## config.mk

```make
export PLATFORM = sky130hd
export DESIGN_NAME = dispatch
export DESIGN_NICKNAME = d
export VERILOG_FILES = /design/src/rtl/dispatch.sv
export SDC_FILE = /design/constraint.sdc
export NUM_CORES = 1
export LEC_CHECK = 0
export ABC_AREA = 1
export CAP_MARGIN = 40
export CORE_AREA = 2 2 40 42
export CTS_CLUSTER_SIZE = 10
export DETAILED_ROUTE_END_ITERATION = 8
export DIE_AREA = 0 0 42 44
export DONT_BUFFER_PORTS = 1
export MAX_ROUTING_LAYER = met4
export PLACE_DENSITY = 0.72
export SLEW_MARGIN = 20
export SYNTH_ARGS = -nofsm -noshare
export SYNTH_HDL_FRONTEND = slang
export SYNTH_SLANG_ARGS = --single-unit
```

## constraint.sdc

```tcl
create_clock -name clk -period 1.65 [get_ports clk]
set_input_delay 0.2475 -clock clk [delete_from_list [all_inputs] [get_ports clk]]
set_output_delay 0.2475 -clock clk [all_outputs]
set_load 0.05 [all_outputs]
```

## src/rtl/dispatch.sv

```systemverilog
//============================================================================
// Module   : dispatch
// Brief    : 1-to-4 write demultiplexer with per-channel occupancy,
//            consumer acknowledge, drop detection and accepted-write counter.
// Revision : 1.0
//============================================================================
`default_nettype none

module dispatch #(
    parameter int CNT_W = 8
) (
    input  logic             clk,
    input  logic             reset,
    input  logic             D,
    input  logic [1:0]       addr,
    input  logic             N,
    input  logic [3:0]       ack,
    output logic             Y0,
    output logic             Y1,
    output logic             Y2,
    output logic             Y3,
    output logic [3:0]       full,
    output logic             err,
    output logic [CNT_W-1:0] cnt
);

    typedef enum logic {
        EMPTY = 1'b0,
        FULL  = 1'b1
    } chan_state_t;

    chan_state_t      st_q [4];
    chan_state_t      st_d [4];
    logic [3:0]       y_q, y_d;
    logic             err_q, err_d;
    logic [CNT_W-1:0] cnt_q, cnt_d;
    logic             accept;

    always_ff @(posedge clk or posedge reset) begin
        if (reset) begin
            for (int i = 0; i < 4; i++) begin
                st_q[i] <= EMPTY;
            end
            y_q   <= '0;
            err_q <= 1'b0;
            cnt_q <= '0;
        end else begin
            for (int i = 0; i < 4; i++) begin
                st_q[i] <= st_d[i];
            end
            y_q   <= y_d;
            err_q <= err_d;
            cnt_q <= cnt_d;
        end
    end

    // An ack on the addressed channel frees the slot for the incoming write
    // in the same edge, so an occupied channel can be refilled without a gap.
    always_comb begin
        y_d    = y_q;
        accept = 1'b0;
        err_d  = 1'b0;
        for (int i = 0; i < 4; i++) begin
            st_d[i] = st_q[i];
        end

        for (int i = 0; i < 4; i++) begin
            if (N && (addr == 2'(i))) begin
                if ((st_q[i] == EMPTY) || ack[i]) begin
                    y_d[i]  = D;
                    st_d[i] = FULL;
                    accept  = 1'b1;
                end else begin
                    err_d   = 1'b1;
                end
            end else if (ack[i] && (st_q[i] == FULL)) begin
                st_d[i] = EMPTY;
            end
        end

        cnt_d = cnt_q + CNT_W'(accept);
    end

    always_comb begin
        for (int i = 0; i < 4; i++) begin
            full[i] = (st_q[i] == FULL);
        end
    end

    assign Y0  = y_q[0];
    assign Y1  = y_q[1];
    assign Y2  = y_q[2];
    assign Y3  = y_q[3];
    assign err = err_q;
    assign cnt = cnt_q;

endmodule

`default_nettype wire

```

==> results.tsv <==
stage	metric	value	unit
logic_synthesis	avgSynthCellArea	8.07	um2
place	portBuffers	0	
detailed_routing	wire_per_inst	11.3	um
logic_synthesis	synthXorXnorAreaFrac	0.0335	
detailed_routing	drc_errors	0	
detailed_routing	first_pass_iters	4	
logic_synthesis	synth-compound-area-share	0.0319	
floorplanning	io-pin-count	27	
worst_setup_path	crit_slowest_cell	dfrtp_2	
cells_and_area	n_antenna_cell	0	
worst_setup_path	crit_type	register to register	
cts	h-tree-depth	1	
worst_setup_path	reg2reg_to	cnt[6]$_DFF_PP0_	
worst_setup_path	cp.buffers_inverters	1	
timing	worst_pin_slew	631	ps
logic_synthesis	yosys.area.top_type_share	0.543	
timing	layout_setup_ws	114	ps
worst_setup_path	r2r_start	full[0]$_DFFE_PP0P_	
floorplanning	die_y	44	um
worst_setup_path	worstRegToRegCells	10	
global_routing	grt_use_total	0.190	
power	p_per_area	1590	nW/um2
logic_synthesis	async_flop_share	1.00	
cells_and_area	syn_to_final_growth	22.7	%
logic_synthesis	synth_nets	109	
global_routing	grt_pass1_vias	633	
timing	drv_slew	0	
power	power_leakage	0.516	nW
global_routing	antenna_found_initial	0	
cts	tritoncts	built	
place	post-place-ws	119	ps
detailed_routing	drtIter0Drc	10	
timing	finalSetupViolations	0	
timing	period_needed	1540	ps
timing	period_share	0.931	
logic_synthesis	synthTopCellsByCount	nand2_1, dfrtp_1, nor2_1	
cts	cts-root-buf	clkbuf_4	
global_routing	grt_max_degree	18	
place	dpl_cell_area	901	um2
cells_and_area	fill_cells	115	
logic_synthesis	synthAdderAreaFrac	0.0319	
worst_setup_path	endpoint_kind	register	
worst_hold_path	hold_end	y_q[3]$_DFFE_PP0P_	
detailed_routing	vias_per_cell	5.13	
floorplanning	fp.dieW	42	um
worst_setup_path	path_cells	nand2_2 > inv_1 > nor2_2 > nor2_1 > nand2_1 > ha_2 > ha_2 > nand3_4 > o21ai_2 > nand2_1	
cells_and_area	nets	127	
timing	skew	5.36	ps
logic_synthesis	netlist_instances	97	
power	ir_worst_vdd	781	uV
logic_synthesis	synth_mux_area_frac	0	
worst_setup_path	cpPeakStageDelay	420	ps
logic_synthesis	synth-warning-count	0	
worst_setup_path	path_delay_family	simple AND/OR/NAND/NOR gates	
logic_synthesis	synthTopCellsByArea	dfrtp_1, nand2_1, nor2_1, inv_1, nand3_1	
logic_synthesis	synth.most_common_cell	nand2_1	
cells_and_area	fin_cells	130	
status	status	completed	
cells_and_area	final_cell_area	961	um2
logic_synthesis	syn_area	783	um2
worst_setup_path	critPathLaunchType	register	
logic_synthesis	synth_seq_cells	17	
logic_synthesis	synth_ff_type	dfrtp_1	
worst_setup_path	arrival	1710	ps
logic_synthesis	yosysTopAreaCell	dfrtp_1	
cts	path_clk_slew	100	ps
cts	clk_latency	280	ps
cells_and_area	layout-drive-gt1-share	0.246	
timing	maxSlewHeadroom	0.579	
detailed_routing	finalWirelength	1.47	mm
cts	cts.path.max_buffers	2	
cts	numCtsBuffers	3	
logic_synthesis	synth_edf_count	0	
timing	fmax	0.651	GHz
global_routing	grt_pass1_wl	2.51	mm
logic_synthesis	yosysSeqAreaShare	0.543	
place	dp_cells	124	
detailed_routing	via_count	667	
worst_hold_path	min_path_cells	2	
global_routing	grt_overflow	0	
logic_synthesis	synth_top_family_by_area	simple AND/OR/NAND/NOR gates	
logic_synthesis	synthSimpleGateAreaFrac	0.292	
floorplanning	core_region_area	1420	um2
cts	numClockSinks	17	
job	drv_cap	0	
worst_hold_path	hold_path.class	input port to register	
logic_synthesis	yosysUniqueCellTypes	11	
cells_and_area	regArea	430	um2
cells_and_area	multi_input_area	332	um2
floorplanning	dieArea	1850	um2
worst_setup_path	critPathRequiredTime	1820	ps
detailed_routing	final_antenna_net_count	0	
worst_setup_path	crit_fanout	4	
timing	hold_viol_final	0	
place	dp_hpwl	1.12	mm
floorplanning	initial_utilization	0.552	
worst_setup_path	regToRegSetupSlack	110	ps
place	place.gp.congestion	0.763	
worst_hold_path	worstHoldStart	D	
cells_and_area	fin_util	0.677	
floorplanning	fp-row-count	14	
kinds of logic after synthesis:
logic type,count (synthesis)
compound gates,5
simple gates,56
xor+xnor,3
flops,17
buf+inv,14
fa+ha+maj,2
final cells by class:
class / instances / area share
Timing Repair Buffer: 13 / 0.104
Multi-Input combinational cell: 66 / 0.345
Tap cell: 16 / 0.0208
Inverter: 14 / 0.0547
Sequential cell: 17 / 0.448
Clock buffer: 4 / 0.0273
worst max-delay path by stage:
stage                         from          endpoint  cells past startpoint  slack, ps
2_1_floorplan  full[3]$_DFFE_PP0P_  cnt[6]$_DFF_PP0_                     11         20
3_3_place_gp   full[2]$_DFFE_PP0P_  cnt[6]$_DFF_PP0_                     11        170
3_5_place_dp   full[0]$_DFFE_PP0P_  cnt[6]$_DFF_PP0_                     10        120
4_1_cts        full[2]$_DFFE_PP0P_  cnt[6]$_DFF_PP0_                     11        110
5_1_grt        full[0]$_DFFE_PP0P_  cnt[6]$_DFF_PP0_                     10        -20
6_report       full[0]$_DFFE_PP0P_  cnt[6]$_DFF_PP0_                     10        110
sequential cells by signal, indices dropped and copies added, names as in the netlist:
| name | count |
|---|---|
| full | 4 |
| err | 1 |
| y_q | 4 |
| cnt | 8 |
repair_timing:
| action | CTS | global route |
|---|---|---|
| hold endpoints to repair | 17 | 0 |
| hold buffers | 1 | 0 |
| resized for setup | 0 | 4 |
| endpoints found under the setup margin | 0 | 1 |
| setup buffers | 0 | 1 |
cell usage in the layout, fill, tap and decap left out:
cell type	Yosys	layout
nor2_1	16	15
ha_2	0	2
nor2_2	3	4
dlygate4sd3_1	0	1
clkbuf_4	0	3
xor2_1	1	1
nand3_1	6	5
dfrtp_2	0	4
inv_1	14	14
o21ai_2	0	1
clkbuf_1	0	1
buf_4	0	12
nand3b_1	1	1
xnor2_1	2	2
dfrtp_1	17	13
nand3_4	0	1
nand2_1	30	29
nand2_2	0	1
o21ai_0	5	4
through the flow:
stage          power, mW  hold slack, ps  TNS, ps
2_1_floorplan       1.11             173        0
3_3_place_gp        1.28             251        0
3_5_place_dp        1.30             259        0
4_1_cts             1.51            74.4        0
5_1_grt             1.62            69.1    -15.5
6_report            1.53            79.2        0
where the power goes:
group / leakage, nW / internal (mW) / switching [mW]
clock network: 0.0150 / 0.0936 / 0.119
registers: 0.211 / 0.519 / 0.180
logic: 0.290 / 0.187 / 0.428
total: 0.516 / 0.800 / 0.728
metal layers:
layer	GRT usage	wire length, um	vias to the layer above
met5	-	0	-
met4	0.116	15	0
met3	0.0417	101	2
met2	0.303	758	28
met1	0.219	590	309
li1	-	-	328
Power figures use the tool's default switching activity.
